File: src/rtl/painel_chamadas.sv
// Floor-call panel: latches button presses, picks the next floor with a SCAN policy
// and dispatches it as a one-hot request, with a sticky timeout fault.
module painel_chamadas #(
    parameter int TIMEOUT = 31
) (
    input  logic       clk,
    input  logic       reset,
    input  logic [4:0] botao,
    input  logic       busy,
    input  logic       door_open,
    input  logic [2:0] andar_atual,
    output logic [4:0] req,
    output logic [4:0] pendentes,
    output logic [2:0] alvo,
    output logic       atendendo,
    output logic       dir,
    output logic       falha,
    output logic [7:0] atendidos
);
    typedef enum logic {IDLE = 1'b0, SERVING = 1'b1} state_t;

    state_t     state, state_nxt;
    logic [4:0] botao_q, borda, clr_mask;
    logic [4:0] cnt;
    logic       dispatch, arrive, tmo;
    logic [2:0] sel, lo_ge, hi_le, lo_all, hi_all;
    logic       sel_dir, any_ge, any_le;

    assign borda    = botao & ~botao_q;
    assign dispatch = (state == IDLE) && (pendentes != 5'd0) && !busy && !door_open && !falha;
    assign arrive   = (state == SERVING) && door_open && (andar_atual == alvo);
    assign tmo      = (state == SERVING) && !arrive && (cnt == 5'(TIMEOUT));
    // Clearing the served/abandoned floor overrides a same-edge press of that floor.
    assign clr_mask = (arrive || tmo) ? (5'd1 << alvo) : 5'd0;

    // SCAN selection: later loop iterations override earlier ones, giving lowest/highest.
    always_comb begin
        lo_ge  = '0;
        hi_le  = '0;
        lo_all = '0;
        hi_all = '0;
        any_ge = 1'b0;
        any_le = 1'b0;
        for (int i = 4; i >= 0; i--) begin
            if (pendentes[i]) begin
                lo_all = 3'(i);
                if (3'(i) >= andar_atual) begin
                    any_ge = 1'b1;
                    lo_ge  = 3'(i);
                end
            end
        end
        for (int i = 0; i < 5; i++) begin
            if (pendentes[i]) begin
                hi_all = 3'(i);
                if (3'(i) <= andar_atual) begin
                    any_le = 1'b1;
                    hi_le  = 3'(i);
                end
            end
        end
        if (!dir) begin
            sel     = any_ge ? lo_ge : hi_all;
            sel_dir = !any_ge;
        end else begin
            sel     = any_le ? hi_le : lo_all;
            sel_dir = any_le;
        end
    end

    always_ff @(posedge clk or posedge reset) begin
        if (reset) state <= IDLE;
        else       state <= state_nxt;
    end

    always_comb begin
        state_nxt = state;
        case (state)
            IDLE:    if (dispatch) state_nxt = SERVING;
            SERVING: if (arrive || tmo) state_nxt = IDLE;
            default: state_nxt = IDLE;
        endcase
    end

    always_comb begin
        atendendo = (state == SERVING);
    end

    always_ff @(posedge clk or posedge reset) begin
        if (reset) begin
            botao_q   <= '0;
            pendentes <= '0;
            req       <= '0;
            alvo      <= '0;
            dir       <= 1'b0;
            falha     <= 1'b0;
            atendidos <= '0;
            cnt       <= '0;
        end else begin
            botao_q   <= botao;
            pendentes <= (pendentes | borda) & ~clr_mask;
            if (dispatch) begin
                req  <= 5'd1 << sel;
                alvo <= sel;
                dir  <= sel_dir;
                cnt  <= '0;
            end else begin
                if (arrive || tmo) req <= '0;
                if (state == SERVING) cnt <= cnt + 5'd1;
            end
            if (tmo) falha <= 1'b1;
            if (arrive && atendidos != 8'hFF) atendidos <= atendidos + 8'd1;
        end
    end
endmodule

File: config.mk
export PLATFORM = sky130hd
export DESIGN_NAME = painel_chamadas
export DESIGN_NICKNAME = d
export VERILOG_FILES = /design/src/rtl/painel_chamadas.sv
export SDC_FILE = /design/constraint.sdc
export NUM_CORES = 1
export LEC_CHECK = 0
export BUFFER_PORTS_ARGS = -buffer_cell sky130_fd_sc_hd__buf_2
export CAP_MARGIN = 20
export CORE_UTILIZATION = 50
export CTS_BUF_LIST = sky130_fd_sc_hd__clkbuf_16
export DETAILED_ROUTE_END_ITERATION = 7
export PLACE_DENSITY = 0.72
export SLEW_MARGIN = 40
export SYNTH_ARGS = -nofsm -noshare
export SYNTH_HDL_FRONTEND = slang
export SYNTH_SLANG_ARGS = --single-unit
File: constraint.sdc
create_clock -name clk -period 2.45 [get_ports clk]
set_clock_uncertainty 0.2 [all_clocks]
set_input_delay 0.245 -clock clk [delete_from_list [all_inputs] [get_ports clk]]
set_output_delay 0.245 -clock clk [all_outputs]
set_load 0.02 [all_outputs]
; ---- Word level (Yosys, flattened, before mapping)
; Index checks and enable logic that the tools add are counted.
[word_totals]
latch_bits = 0
in_bits = 12
memories = 0
mem_bits_ro = 0
reg_bits = 34
ram_bits = 0
[classes]
muxes = 59
n_addsub = 2
n_bitwise = 6
reduce_logical = 18
n_shift = 2
div_mod_pow = 0
multipliers = 0
n_eq_ne = 3
magnitude_cmp = 10
[ops]
columns = op, n
row1 = $mux 3, 27
row2 = $mux 1, 26
row3 = $mux 5, 5
row4 = $and 5x5->5, 2
row5 = $not 5->5, 2
row6 = $shl 1x3->5 const A, 2
row7 = $logic_and 1x1->1, 9
row8 = $add 8x1->8 const B, 1
row9 = $ne 8x8->1 const B, 1
row10 = $ge 1x3->1 const A, 2
row11 = $ge 2x3->1 const A, 2
row12 = $le 1x3->1 const A, 2
row13 = $le 2x3->1 const A, 2
row14 = $add 5x1->5 const B, 1
row15 = $eq 5x5->1 const B, 1
row16 = $logic_not 1->1, 5
row17 = $or 5x5->5, 1
row18 = $reduce_bool 5->1, 1
row19 = $reduce_bool 2->1, 2
row20 = $eq 3x3->1, 1
row21 = $ge 3x3->1 const A, 1
row22 = $le 3x3->1 const A, 1
row23 = $pmux 1 s2, 1
row24 = $logic_or 1x1->1, 1
row25 = $not 1->1, 1

; ---- Longest topological paths before layout
[depth]
depth_word = 15
ltp_mapped = 7
mapped_depth_nobuf = 7

; ---- Least setup slack after synthesis
; No wires, ideal clock.
[synth_timing]
path_kind = register -> register
startpoint = register pendentes[1]
endpoint = register req[2]
setup_ns = 0.122
path_slack_ns = 0.340
stages_incl_launch_ff = 7
arrival_time_ns = 1.788
path_buffers = 1
path_cell_list = dfrtp_1 buf_2 or2_2 o32a_1 o311ai_2 o31ai_1 a32o_1
[synth_via]
elab_chain_cells = 11
word_cells_on_any_way = 37
cone_classes = 1 x shift / 30 x mux / 6 x reduce/logical
[synth_rtl]
columns = element, line
row1 = start: declaration, 13  ; output logic [4:0] pendentes,
row2 = start signal: assignment, 101  ; pendentes <= (pendentes | borda) & ~clr_mask;
row3 = $mux 1, 54  ; if (pendentes[i]) begin
row4 = $mux 3 / $mux 1 (equally long branches), 56  ; if (3'(i) <= andar_atual) begin
row5 = $mux 3 / $mux 1 (equally long branches), 54
row6 = $mux 3 / $mux 1 (equally long branches), 56
row7 = $mux 3 / $mux 1 (equally long branches), 54
row8 = $mux 3 / $mux 1 (equally long branches), 56
row9 = $mux 3 / $mux 1 (equally long branches), 54
row10 = $mux 3, 66  ; sel = any_le ? hi_le : lo_all;
row11 = $mux 3, 62  ; if (!dir) begin
row12 = $shl 1x3->5, 103  ; req <= 5'd1 << sel;
row13 = $mux 5, 102  ; if (dispatch) begin
row14 = end signal: assignment, 103
row15 = end: declaration, 12  ; output logic [4:0] req,
; Parallel ways exist; a longest one is shown, timed or not.
; A chain may end at the register's enable or synchronous reset.

; ---- Worst setup path in the final report
[layout_timing]
startpoint = register pendentes[0]
endpoint = register req[0]
[layout_via]
elab_chain_cells = 13
word_cells_on_any_way = 23
cone_classes = 1 x shift / 16 x mux / 6 x reduce/logical
[layout_rtl]
columns = element, line
row1 = $mux 1, 54
row2 = $mux 1, 56
row3 = $mux 1, 54
row4 = $mux 1, 56
row5 = $mux 1, 54
row6 = $mux 1, 56
row7 = $mux 1, 54
row8 = $mux 1, 56
row9 = $mux 1, 54
row10 = $mux 3, 66
row11 = $mux 3, 62
row12 = $shl 1x3->5, 103
row13 = $mux 5, 102
; Parallel ways exist; a longest one is shown, timed or not.

==> results summary <==
The flow ran to the end, and the final reports show no timing, DRC or antenna violations. The number of hold violations in the final report came out at 0. The initial antenna violation count is 0. The proportion of layout cells with a drive suffix above 1 came out at 24.7%. The row count came out at 21. In the routed design, unresolved DRC markers number 0. Among all stages on the critical path, the largest delay is contributed by sky130_fd_sc_hd__or4_4. The HPWL after detailed placement came out at 2940 um.

The total of max-cap violations is 0. Relative to the synthesized area, the layout overhead comes to 22.9%. The number of detailed-route iterations in the first pass is 4. The worst hold-check path type is reg -> reg.

The net count of the mapped netlist came out at 193. The peak fanout along the critical path is 9. The clock buffer count from CTS is 5. For this run, asynchronously set or reset flops after synthesis account for 100%. The final critical-path share of the clock period is 86.0%. The final-report max-slew violation count is 0. The final non-filler cell total is 269. The average size of a mapped cell came out at 10.2 um^2. The compound-gate portion of the synthesized area came out at 19.4%. After synthesis the cells add up to 1810 um^2. The count of final setup violators came out at 0.

The core region area is 3390 um^2. The H-tree generated during clock tree synthesis spans 2 levels. The signal on the critical path passes through or4_4 > o21a_1 > nor3b_4 > nand2_1 > o31ai_1. The summed negative setup slack over all endpoints is 0 ns. The setup fix buffers added after clock tree synthesis is 0. The peak clock frequency supported by timing came out at around 470 MHz.

The post-layout worst setup margin is 0.343 ns. The top-level I/O count came out at 36. TritonCTS built the clock tree.

The minimum clock period came out at 2.11 ns. The top cell types in the final layout, fill and taps aside, are sky130_fd_sc_hd__buf_2, sky130_fd_sc_hd__dfrtp_1, sky130_fd_sc_hd__a21oi_1, sky130_fd_sc_hd__inv_1. The maximum number of pins on one net before global-route repair is 28. STA classifies the critical path startpoint as a flop.

Setup repair after global routing left no endpoint under its margin. At the end of routability-driven placement, the weighted congestion stood at 0.823. The master cell of the clock root buffer is sky130_fd_sc_hd__clkbuf_16. The worst path arrival time came out at around 2.1 ns. The number of buffer cells added on primary ports came out at 35. The first global-routing pass estimated 7040 um of wire.

The number of design-rule violations left by the first detailed-router iteration came out at just over 200. The maximum cell stage delay along the critical path came out at around 0.59 ns. The post-synthesis adder-cell area fraction came out at 2.07%.

The leakage power came out at 0.00110 uW. In the routed layout, each cell is associated on average with a via count of 5.73. For this block, the via count after detailed routing is 1542.

The data required time at the worst endpoint came out at 2.43 ns. The CTS clock-pin slew for the worst setup and hold paths is about 0.050 ns. The detail route stage leaves a number of antenna-violating nets equal to 0. The sum of overflow across all layers after global routing is 0. The initial core utilization is a little over half.

After Yosys synthesis, XOR and XNOR cells account for between 6 and 7% of the synthesized area. Counting along the longest clock path gives a buffer depth of 2. The share of synthesized cell area in and, or, nand and nor gates is ~18%. The die is 62.2 um tall. The instance area at placement is slightly above 2000 um^2.

The post-detailed-route wirelength per cell came out at 15.4 um. The cell count after synthesis is 178. The start-to-end type of the worst setup path is reg -> reg. For the pin with the worst max-slew slack, the measured transition is around 0.44 ns. The post-layout instance area came out at about 2200 um^2.

The layout net count is between 200 and 250. Across the VDD grid, the largest voltage drop is 0.531 mV. The number of enable-type register cells in the synthesized netlist came out at 0. Measured along the x axis, the die boundary spans 62.2 um. The total power divided by cell area came out at 552 nW/um^2. The share of cell area taken by muxes after synthesis came out at 1.73%. The floorplan step defined a die boundary enclosing a little under 4000 um^2. Headroom to the max-slew limit came out at 70.4%.

The global router's overall resource usage is 23.3%. The library cell used most frequently in the layout, excluding fill and tap cells, is sky130_fd_sc_hd__buf_2. The number of unique standard cell types used by synthesis is 48. For this run, the leading register cell type out of synthesis is sky130_fd_sc_hd__dfrtp_1. The CTS sink count is 34. The repair_antennas step left the layout with diodes totalling 0. The number of synthesized register bits came out at 34.

At the later pin of the worst-skew pair, clock insertion delay measures 0.27 ns. The number of global-route vias before repair came out at 1491. The placement-stage worst setup slack is approximately 0.35 ns. The placed instance count came out at 255. The largest family of logic cells by synthesized area is compound AO/OA/AOI/OAI gates. The total of warnings raised by yosys came out at 0. The post-detailed-routing wire length came out at approximately 4100 um.

The capturing element type of the critical path is a flop. The post-synthesis sequential area ratio is 47.0%.
[final timing paths]
path	startpoint	end	slack, ns	depth (start not counted)
setup / recovery	pendentes[0]	req[0]	0.34	5
hold / removal	req[4]	req[4]	0.27	1
setup reg to reg	pendentes[0]	req[0]	0.34	5
hold reg to reg	req[4]	req[4]	0.27	1
max in group asynchronous	reset	cnt[0]	1.12	4
min in group asynchronous	reset	pendentes[0]	0.28	3
[report_power, final]
group	switching (uW)	total, uW	internal [uW]
logic	47.5	79.5	32.0
clock network	209	575	366
registers	5.47	574	569
[critical path, delay by kind of cell (launching register included)]
kind,cells,cell delay (ns)
AO/OA/AOI/OAI,2,0.37
flip-flops,1,0.47
AND/OR/NAND/NOR,3,0.97
[layer usage]
metal / vias to the layer above / GRT usage [%] / share of wire [%]
met5: - / 0 / 0
met4: 0 / 9.88 / 1.7
met3: 8 / 4.96 / 4.5
met2: 44 / 38.3 / 52
met1: 763 / 29.7 / 42
li1: 727 / - / -
[Yosys cell counts (all sizes together), types with 2 or more instances]
library cell	n	share of area, %
a21oi	14	3.9
a211oi	2	0.83
nand2b	3	1.0
a21o	2	0.83
and3	4	1.4
and4	2	0.97
nor4	3	2.2
nand4	5	1.7
nor3b	2	1.5
nor2b	4	1.4
dfrtp	34	47
ha	3	2.1
o31ai	4	1.7
mux2i	2	1.1
a31oi	6	2.1
inv	12	2.5
nand2	11	2.3
nor2	11	2.3
a32o	2	1.1
xor2	7	3.4
buf	8	2.9
o22ai	2	0.69
o21bai	2	0.83
clkbuf	2	0.41
o21ai	6	1.7
o21a	2	0.83
xnor2	6	2.9
[area by class of cell]
cell class | instances | area, um^2
tap | 46 | 57.6
clock buffer | 5 | 125
clock inverter | 3 | 12.5
timing repair buffer | 47 | 280
sequential | 34 | 851
multi-input combinational | 122 | 855
inverter | 12 | 45.0
fill | 268 | 1160
[timing repair]
action / in CTS / in global routing
hold buffers: 6 / 0
resized for setup: 0 / 0
endpoints found under the hold margin: 12 / 0
setup endpoints to repair: 0 / 0
[cells by family after synthesis]
| family | count (synthesis) |
|---|---|
| buf+inv | 22 |
| compound gates | 51 |
| flops | 34 |
| mux | 3 |
| xor+xnor | 13 |
| fa+ha+maj | 3 |
| simple gates | 52 |
[metrics by stage]
stage / hold WS [ns] / util [%] / power [uW]
after CTS: 0.256 / 65.7 / 1240
after global placement: -0.0203 / 59.8 / 654
final: 0.269 / 65.7 / 1230
after global routing: 0.278 / 65.7 / 1270
after detailed placement: -0.0128 / 59.8 / 655
after floorplan: 0.0764 / - / 630
[state kept, by name, summed over array words and instances, names as in the netlist]
signal and flops:
atendidos 8, req 5, cnt 5, falha 1, botao_q 5, dir 1, atendendo 1, alvo 3
pendentes 5
(Power assumes the default switching activity.)
